$ cat config.mk
export PLATFORM = sky130hd
export DESIGN_NAME = debounce_4_flat
export DESIGN_NICKNAME = d
export VERILOG_FILES = /design/src/rtl/debounce_4_if.sv /design/src/rtl/debounce_4.sv /design/src/flat_wrapper.sv
export SDC_FILE = /design/constraint.sdc
export NUM_CORES = 1
export LEC_CHECK = 0
export BUFFER_PORTS_ARGS = -buffer_cell sky130_fd_sc_hd__buf_2
export CAP_MARGIN = 20
export CORE_ASPECT_RATIO = 0.9
export CORE_UTILIZATION = 51
export CTS_BUF_LIST = sky130_fd_sc_hd__clkbuf_8
export CTS_CLUSTER_DIAMETER = 150
export DETAILED_ROUTE_END_ITERATION = 7
export PLACE_DENSITY = 0.76
export SLEW_MARGIN = 20
export SYNTH_ARGS = -nofsm -noshare
export SYNTH_HDL_FRONTEND = slang
export SYNTH_SLANG_ARGS = --single-unit
$ cat constraint.sdc
create_clock -name clk -period 1.3 [get_ports clk]
set_clock_uncertainty 0.15 [all_clocks]
set_input_delay 0.065 -clock clk [delete_from_list [all_inputs] [get_ports clk]]
set_output_delay 0.065 -clock clk [all_outputs]
set_load 0.02 [all_outputs]
$ cat src/rtl/debounce_4_if.sv
// Debounce channel bundle: raw button levels in, debounced levels and edge pulses out.
// master drives btn_in (stimulus side); slave is the debouncer.
interface debounce_4_if;
   logic [3:0] btn_in;
   logic [3:0] data;
   logic [3:0] rise;
   logic [3:0] fall;

   modport master (output btn_in, input data, rise, fall);
   modport slave  (input btn_in, output data, rise, fall);
endinterface

$ cat src/rtl/debounce_4.sv
// 4-channel switch debouncer with 2-flop sync; data settles 2+STABLE_CYCLES edges after a held level is first sampled.
// No backpressure: free-running, one rise/fall pulse per accepted change, all outputs registered.
module debounce_4 #(
   parameter int unsigned STABLE_CYCLES = 4,
   parameter logic [3:0]  RESET_VAL     = 4'h0
) (
   input  logic        clk,
   input  logic        rst_n,
   debounce_4_if.slave bus
);
   localparam int          CW   = $clog2(STABLE_CYCLES + 1);
   localparam logic [CW-1:0] LAST = CW'(STABLE_CYCLES - 1);

   logic [3:0]    sync1;
   logic [3:0]    sync2;
   logic [3:0]    data_q;
   logic [3:0]    rise_q;
   logic [3:0]    fall_q;
   logic [CW-1:0] cnt [4];

   always_ff @(posedge clk or negedge rst_n) begin
      if (!rst_n) begin
         sync1  <= RESET_VAL;
         sync2  <= RESET_VAL;
         data_q <= RESET_VAL;
         rise_q <= 4'h0;
         fall_q <= 4'h0;
         for (int i = 0; i < 4; i++) begin
            cnt[i] <= '0;
         end
      end else begin
         sync1  <= bus.btn_in;
         sync2  <= sync1;
         rise_q <= 4'h0;
         fall_q <= 4'h0;
         for (int i = 0; i < 4; i++) begin
            if (sync2[i] == data_q[i]) begin
               cnt[i] <= '0;
            end else if (cnt[i] == LAST) begin
               // Level held long enough: accept it and restart the count.
               data_q[i] <= sync2[i];
               rise_q[i] <= sync2[i];
               fall_q[i] <= ~sync2[i];
               cnt[i]    <= '0;
            end else begin
               cnt[i] <= cnt[i] + CW'(1);
            end
         end
      end
   end

   assign bus.data = data_q;
   assign bus.rise = rise_q;
   assign bus.fall = fall_q;
endmodule

$ cat src/flat_wrapper.sv
// flat-port wrapper written by rule: the top's interface ports become plain ports
module debounce_4_flat 
#(
   parameter int unsigned STABLE_CYCLES = 4,
   parameter logic [3:0]  RESET_VAL     = 4'h0
)
  (clk, rst_n, bus_btn_in, bus_data, bus_rise, bus_fall);
  debounce_4_if bus_i ();
  input  logic clk;
  input  logic rst_n;
  input wire logic [$bits(bus_i.btn_in)-1:0] bus_btn_in;
  output wire logic [$bits(bus_i.data)-1:0] bus_data;
  output wire logic [$bits(bus_i.rise)-1:0] bus_rise;
  output wire logic [$bits(bus_i.fall)-1:0] bus_fall;
  assign bus_i.btn_in = bus_btn_in;
  assign bus_data = bus_i.data;
  assign bus_rise = bus_i.rise;
  assign bus_fall = bus_i.fall;
  debounce_4 #(.STABLE_CYCLES(STABLE_CYCLES), .RESET_VAL(RESET_VAL)) u_core (.clk(clk), .rst_n(rst_n), .bus(bus_i));
endmodule
==> results_dict.tcl, run 1 <==
set metrics [dict create \
    pre_cts_slack_ns -0.006432 \
    synthCells 68 \
    drive_gt1_share_pct 46.23 \
    switching_power_mw 0.8690 \
    cp.buffers_inverters 0 \
    ys_seq_elements 32 \
    final_area_um2 1513 \
    grt_pass1_wl_um 2794 \
    cts_htree_levels 2 \
    slowest_delay_ns 0.36 \
    num_rows 16 \
    insertion_delay_ns 0.28 \
    drc 0 \
    startpoint_type "flip-flop" \
    area_growth_pct 30.28 \
    hold_ws_ns 0.05874 \
    period_share_pct 98.44 \
    core_um2 2162 \
    cp_slowest_cell "dfrtp_1" \
    cp.arrival_ns 1.29 \
    holdCritPathClass "in2async" \
    cp_max_fo 3 \
    slew_headroom_pct 74.24 \
    dieWidth_um 52.30 \
    track_usage_pct 17.15 \
    clockRootBuffer "clkbuf_8" \
    endpoint_kind "flip-flop" \
    power.leakage_nw 0.7513 \
    antenna_found_initial 0 \
    initial_core_util_pct 53.70 \
    wl_um 1791 \
    cts_sinks 32 \
    n_antenna_cell 0 \
    yosys_warnings 0 \
    crit_type "reg2reg" \
    path_cells "ha_2 > nor2b_4 > mux2_4" \
    pin_count 18 \
    p_clk_share_pct 25.9 \
    hold_viol_final 0 \
    cts_tree "done" \
    synth_cell_type_count 13 \
    multi_input_area_um2 377.9 \
    syn_area_per_cell_um2 17.08 \
    numCtsBuffers 5 \
    comb_power_share_pct 28.0 \
    dieArea_um2 2472 \
    wl_per_cell_um 13.47 \
    power_density_nw_per_um2 1928 \
    tightestPinTransition_ns 0.3837 \
    drt_iter0_markers 8 \
    vias_per_cell 4.602 \
    max_freq_mhz 781.5 \
    outcome "complete, no violations" \
    cts_buffer_depth 2 \
    path_clk_slew_ns 0.06 \
    p_sw_share_pct 29.80 \
    final_util_pct 69.97 \
    setup_ws_ns 0.02034 \
    syn-cell-area_um2 1161 \
    first_pass_iters 4 \
    slew_violations 0 \
    final_nets 115 \
    die_y_um 47.27 \
    drv_cap 0 \
    drtAntennaViolNets 0 \
    portBuffers 17 \
    seqPwrFrac_pct 46.1 \
    grt_overflow_total 0 \
    p_int_mw 2.047 \
    cp_top_family "flip-flops" \
    vias 612 \
    regArea_um2 800.8 \
    place_area_um2 1338 \
    finalSetupViolCount 0 \
    grt_max_degree 21 \
    worst_ep_required_time_ns 1.31 \
    n_fill_cell 146 \
    gp_congestion 0.6712 \
    ys_seq_area_share_pct 68.97 \
    rsz0062_at_grt "yes" \
    grt_pass1_vias 623 \
    syn_nets 78 \
    period_minus_slack_ns 1.280 \
    ir_drop_v 0.001241 \
]
==> Yosys cell counts <==
library cell | instances | area share [%]
ha_1 | 4 | 4.3
mux2_1 | 1 | 0.97
nor3b_1 | 8 | 5.2
and3b_1 | 5 | 3.8
mux2_2 | 1 | 0.97
nor2b_1 | 3 | 1.6
nor3b_2 | 2 | 2.2
nor2b_4 | 2 | 2.4
dfrtp_1 | 32 | 69
xnor2_1 | 4 | 3.0
nor3_2 | 2 | 1.7
mux2_4 | 2 | 2.6
nand2b_4 | 2 | 2.4
==> power by group through the flow <==
stage | registers [mW] | logic [mW] | clock network (mW)
final | 1.35 | 0.817 | 0.755
after CTS | 1.34 | 0.809 | 0.786
after floorplan | 1.42 | 0.408 | 0
after global placement | 1.33 | 0.734 | 0
after detailed placement | 1.35 | 0.767 | 0
after global routing | 1.37 | 0.905 | 0.823
==> flip-flops by register name, summed over array words and instances (netlist names) <==
register and cells:
u_core.bus.data 4, u_core.bus.fall 4, u_core.bus.rise 4, u_core.cnt 12
u_core.sync1 4, u_core.sync2 4
==> timing repair <==
item / CTS / global route
setup buffers: 1 / 1
gates resized for setup: 3 / 2
endpoints found under the setup margin: 3 / 4
hold buffers: 5 / 0
endpoints found under the hold margin: 36 / 0
pin swaps: 0 / 2
==> kinds of logic after synthesis <==
family        count (synthesis)  synth area share, %
simple gates                 24                19.18
mux                           4                4.526
xor+xnor                      4                3.017
flops                        32                68.97
fa+ha+maj                     4                4.311
==> per-stage QoR <==
step / setup TNS (ns) / power [mW] / instances
global placement: 0 / 2.065 / 118
CTS: 0 / 2.934 / 132
finish: 0 / 2.916 / 133
floorplan: 0 / 1.832 / 68
detailed placement: -0.006432 / 2.115 / 118
global route: -0.03435 / 3.093 / 133
==> layout by cell type, fill, tap and decap left out <==
cell | Yosys | final
nor3b_1 | 8 | 8
nor2b_1 | 3 | 3
ha_2 | 0 | 4
xnor2_1 | 4 | 3
nor2b_4 | 2 | 2
dlygate4sd3_1 | 0 | 5
nor3b_2 | 2 | 2
nand2b_4 | 2 | 2
buf_4 | 0 | 7
mux2_2 | 1 | 1
mux2_4 | 2 | 2
clkinv_2 | 0 | 2
and3b_1 | 5 | 5
xnor2_2 | 0 | 1
buf_2 | 0 | 17
nor3_2 | 2 | 2
dfrtp_1 | 32 | 32
buf_12 | 0 | 1
mux2_1 | 1 | 1
clkbuf_8 | 0 | 6
==> final timing paths <==
kind                                           start                             end  slack [ns]  cells past startpoint
hold reg to reg            u_core.sync1[2]$_DFF_PN0_       u_core.sync2[2]$_DFF_PN0_        0.20                      0
setup / recovery             u_core.cnt[4]$_DFF_PN0_  u_core.bus.data[2]$_DFFE_PN0P_        0.02                      3
setup reg to reg             u_core.cnt[4]$_DFF_PN0_  u_core.bus.data[2]$_DFFE_PN0P_        0.02                      3
min in group clk           u_core.sync1[2]$_DFF_PN0_       u_core.sync2[2]$_DFF_PN0_        0.20                      0
hold / removal                                 rst_n         u_core.cnt[9]$_DFF_PN0_        0.06                      2
max in group asynchronous                      rst_n       u_core.sync2[3]$_DFF_PN0_        0.54                      3
==> per-layer routing <==
metal  vias up  GRT usage, %  part of all wire, %
li1        305             -                    -
met1       293         20.00                   43
met2        12         27.59                   53
met3         2         6.796                  3.6
met4         0         9.474                 0.84
met5         -             0                    0
==> layout make-up <==
class,count,area share [%]
flip-flops and latches,32,52.94
multi-input cells,36,24.98
repair buffers,30,13.73
clock buffers,6,5.459
well taps,27,2.233
clock inverters,2,0.6617
Power figures use the tool's default switching activity.
==> run 2: changes to the inputs <==
Settings changed: RECOVER_POWER from default to 50.
==> results_dict.tcl, run 2 (synthesized netlist as in run 1, its figures left out) <==
set metrics [dict create \
    final_area_um2 1511 \
    path_clk_slew_ns 0.06 \
    wl_per_cell_um 13.46 \
    holdPathEnd "u_core.sync2[2]$_DFF_PN0_" \
    rsz0062_at_grt "yes" \
    crit_type "reg2reg" \
    grt_pass1_vias 623 \
    grt_pass1_wl_um 2794 \
    regMostFlops "u_core.cnt" \
    vias_per_cell 4.602 \
    cts_buffer_depth 2 \
    initial_core_util_pct 53.70 \
    reg2reg_depth 3 \
    dieWidth_um 52.30 \
    r2r_end "u_core.bus.data[2]$_DFFE_PN0P_" \
    num_rows 16 \
    slowest_delay_ns 0.36 \
    hold_depth 0 \
    outcome "complete, no violations" \
    tightestPinTransition_ns 0.7508 \
    holdCritPathClass "reg2reg" \
    numCtsBuffers 5 \
    slew_headroom_pct 49.94 \
    grt_max_degree 21 \
    setup_ws_ns 0.02034 \
    wl_um 1790 \
    power_density_nw_per_um2 1929 \
    cp_slowest_cell "dfrtp_1" \
    cts_tree "done" \
    portBuffers 17 \
    most-common-layout-cells "32 x dfrtp_1, 16 x buf_2, 8 x nor3b_1, 7 x buf_4, 6 x clkbuf_8" \
    drc 0 \
    die_y_um 47.27 \
    multi_input_area_um2 377.9 \
    final_nets 115 \
    worst-r2r-setup-slack_ns 0.02 \
    period_minus_slack_ns 1.280 \
    n_fill_cell 147 \
    antenna_found_initial 0 \
    first_pass_iters 4 \
    finalSetupViolCount 0 \
    reg2reg_from "u_core.cnt[4]$_DFF_PN0_" \
    pin_count 18 \
    hold_viol_final 0 \
    place_area_um2 1338 \
    worst_ep_required_time_ns 1.31 \
    drive_gt1_share_pct 45.28 \
    drv_cap 0 \
    slew_violations 0 \
    area_growth_pct 30.17 \
    grt_overflow_total 0 \
    startpoint_type "flip-flop" \
    regArea_um2 800.8 \
    max_freq_mhz 781.5 \
    final_common_cell "dfrtp_1" \
    period_share_pct 98.44 \
    n_antenna_cell 0 \
    path_cells "ha_2 > nor2b_4 > mux2_4" \
    cp.arrival_ns 1.29 \
    cts_sinks 32 \
    clockRootBuffer "clkbuf_8" \
    power.leakage_nw 0.7486 \
    track_usage_pct 17.15 \
    core_um2 2162 \
    drt_iter0_markers 8 \
    cts_htree_levels 2 \
    ir_drop_v 0.001241 \
    vias 612 \
    dieArea_um2 2472 \
    cp_max_fo 3 \
    endpoint_kind "flip-flop" \
    largest_reg_flops 12 \
    drtAntennaViolNets 0 \
    min-delay-start "u_core.sync1[2]$_DFF_PN0_" \
    insertion_delay_ns 0.28 \
    gp_congestion 0.6712 \
    pre_cts_slack_ns -0.006432 \
]
## run 2: changes by cell type in the layout (fill, tap and decap cells not counted)
cell,delta
clkbuf_1,+1
buf_2,-1
## run 2: worst max path at each step
stage / from / endpoint / slack, ns
detailed placement: u_core.cnt[9]$_DFF_PN0_ / u_core.bus.data[0]$_DFFE_PN0P_ / -0.006
floorplan: u_core.cnt[6]$_DFF_PN0_ / u_core.bus.data[1]$_DFFE_PN0P_ / 0.03
finish: u_core.cnt[4]$_DFF_PN0_ / u_core.bus.data[2]$_DFFE_PN0P_ / 0.02
global route: u_core.cnt[3]$_DFF_PN0_ / u_core.bus.data[2]$_DFFE_PN0P_ / -0.02
global placement: u_core.cnt[9]$_DFF_PN0_ / u_core.bus.data[0]$_DFFE_PN0P_ / 0.02
CTS: u_core.cnt[3]$_DFF_PN0_ / u_core.bus.data[2]$_DFFE_PN0P_ / 0.007
## run 2: layer usage
| layer | up-vias | global-route usage, % | routed length [µm] |
|---|---|---|---|
| li1 | 305 | - | - |
| met1 | 293 | 20.00 | 760 |
| met2 | 12 | 27.59 | 949 |
| met3 | 2 | 6.796 | 64 |
| met4 | 0 | 9.474 | 15 |
| met5 | - | 0 | 0 |
## run 2: cell type report
type,count,share of cell area [%]
well taps,27,2.235
clock buffers,6,5.464
multi-input cells,36,25.00
clock inverters,2,0.6623
flip-flops and latches,32,52.98
repair buffers,30,13.66
## run 2: timing repair
action / 4_1_cts / 5_1_grt
endpoints found under the hold margin: 36 / 0
setup buffers: 1 / 1
endpoints found under the setup margin: 3 / 4
resized for setup: 3 / 2
hold buffers: 5 / 0
pin swaps: 0 / 2
## run 2: per-stage QoR
| stage | power [mW] | instances | util (%) | TNS [ns] | hold slack (ns) |
|---|---|---|---|---|---|
| after detailed placement | 2.115 | 118 | 61.86 | -0.006432 | -0.1755 |
| final | 2.916 | 133 | 69.91 | 0 | 0.1972 |
| after global routing | 3.093 | 133 | 69.91 | -0.03435 | 0.2057 |
| after CTS | 2.934 | 132 | 69.16 | 0 | 0.05894 |
| after global placement | 2.065 | 118 | 61.86 | 0 | -0.1786 |
| after floorplan | 1.832 | 68 | - | 0 | -0.3806 |
## run 2: worst max-delay path, delay by kind of cell (launching register included)
kind / cells / cell delay [ns]
flops: 1 / 0.36
simple gates: 1 / 0.16
mux: 1 / 0.30
fa+ha+maj: 1 / 0.19
## run 2: power by group
part           switching (mW)  internal, mW
Combinational           0.380         0.437
Clock                   0.333         0.421
Sequential              0.156          1.19
Total                   0.869          2.05
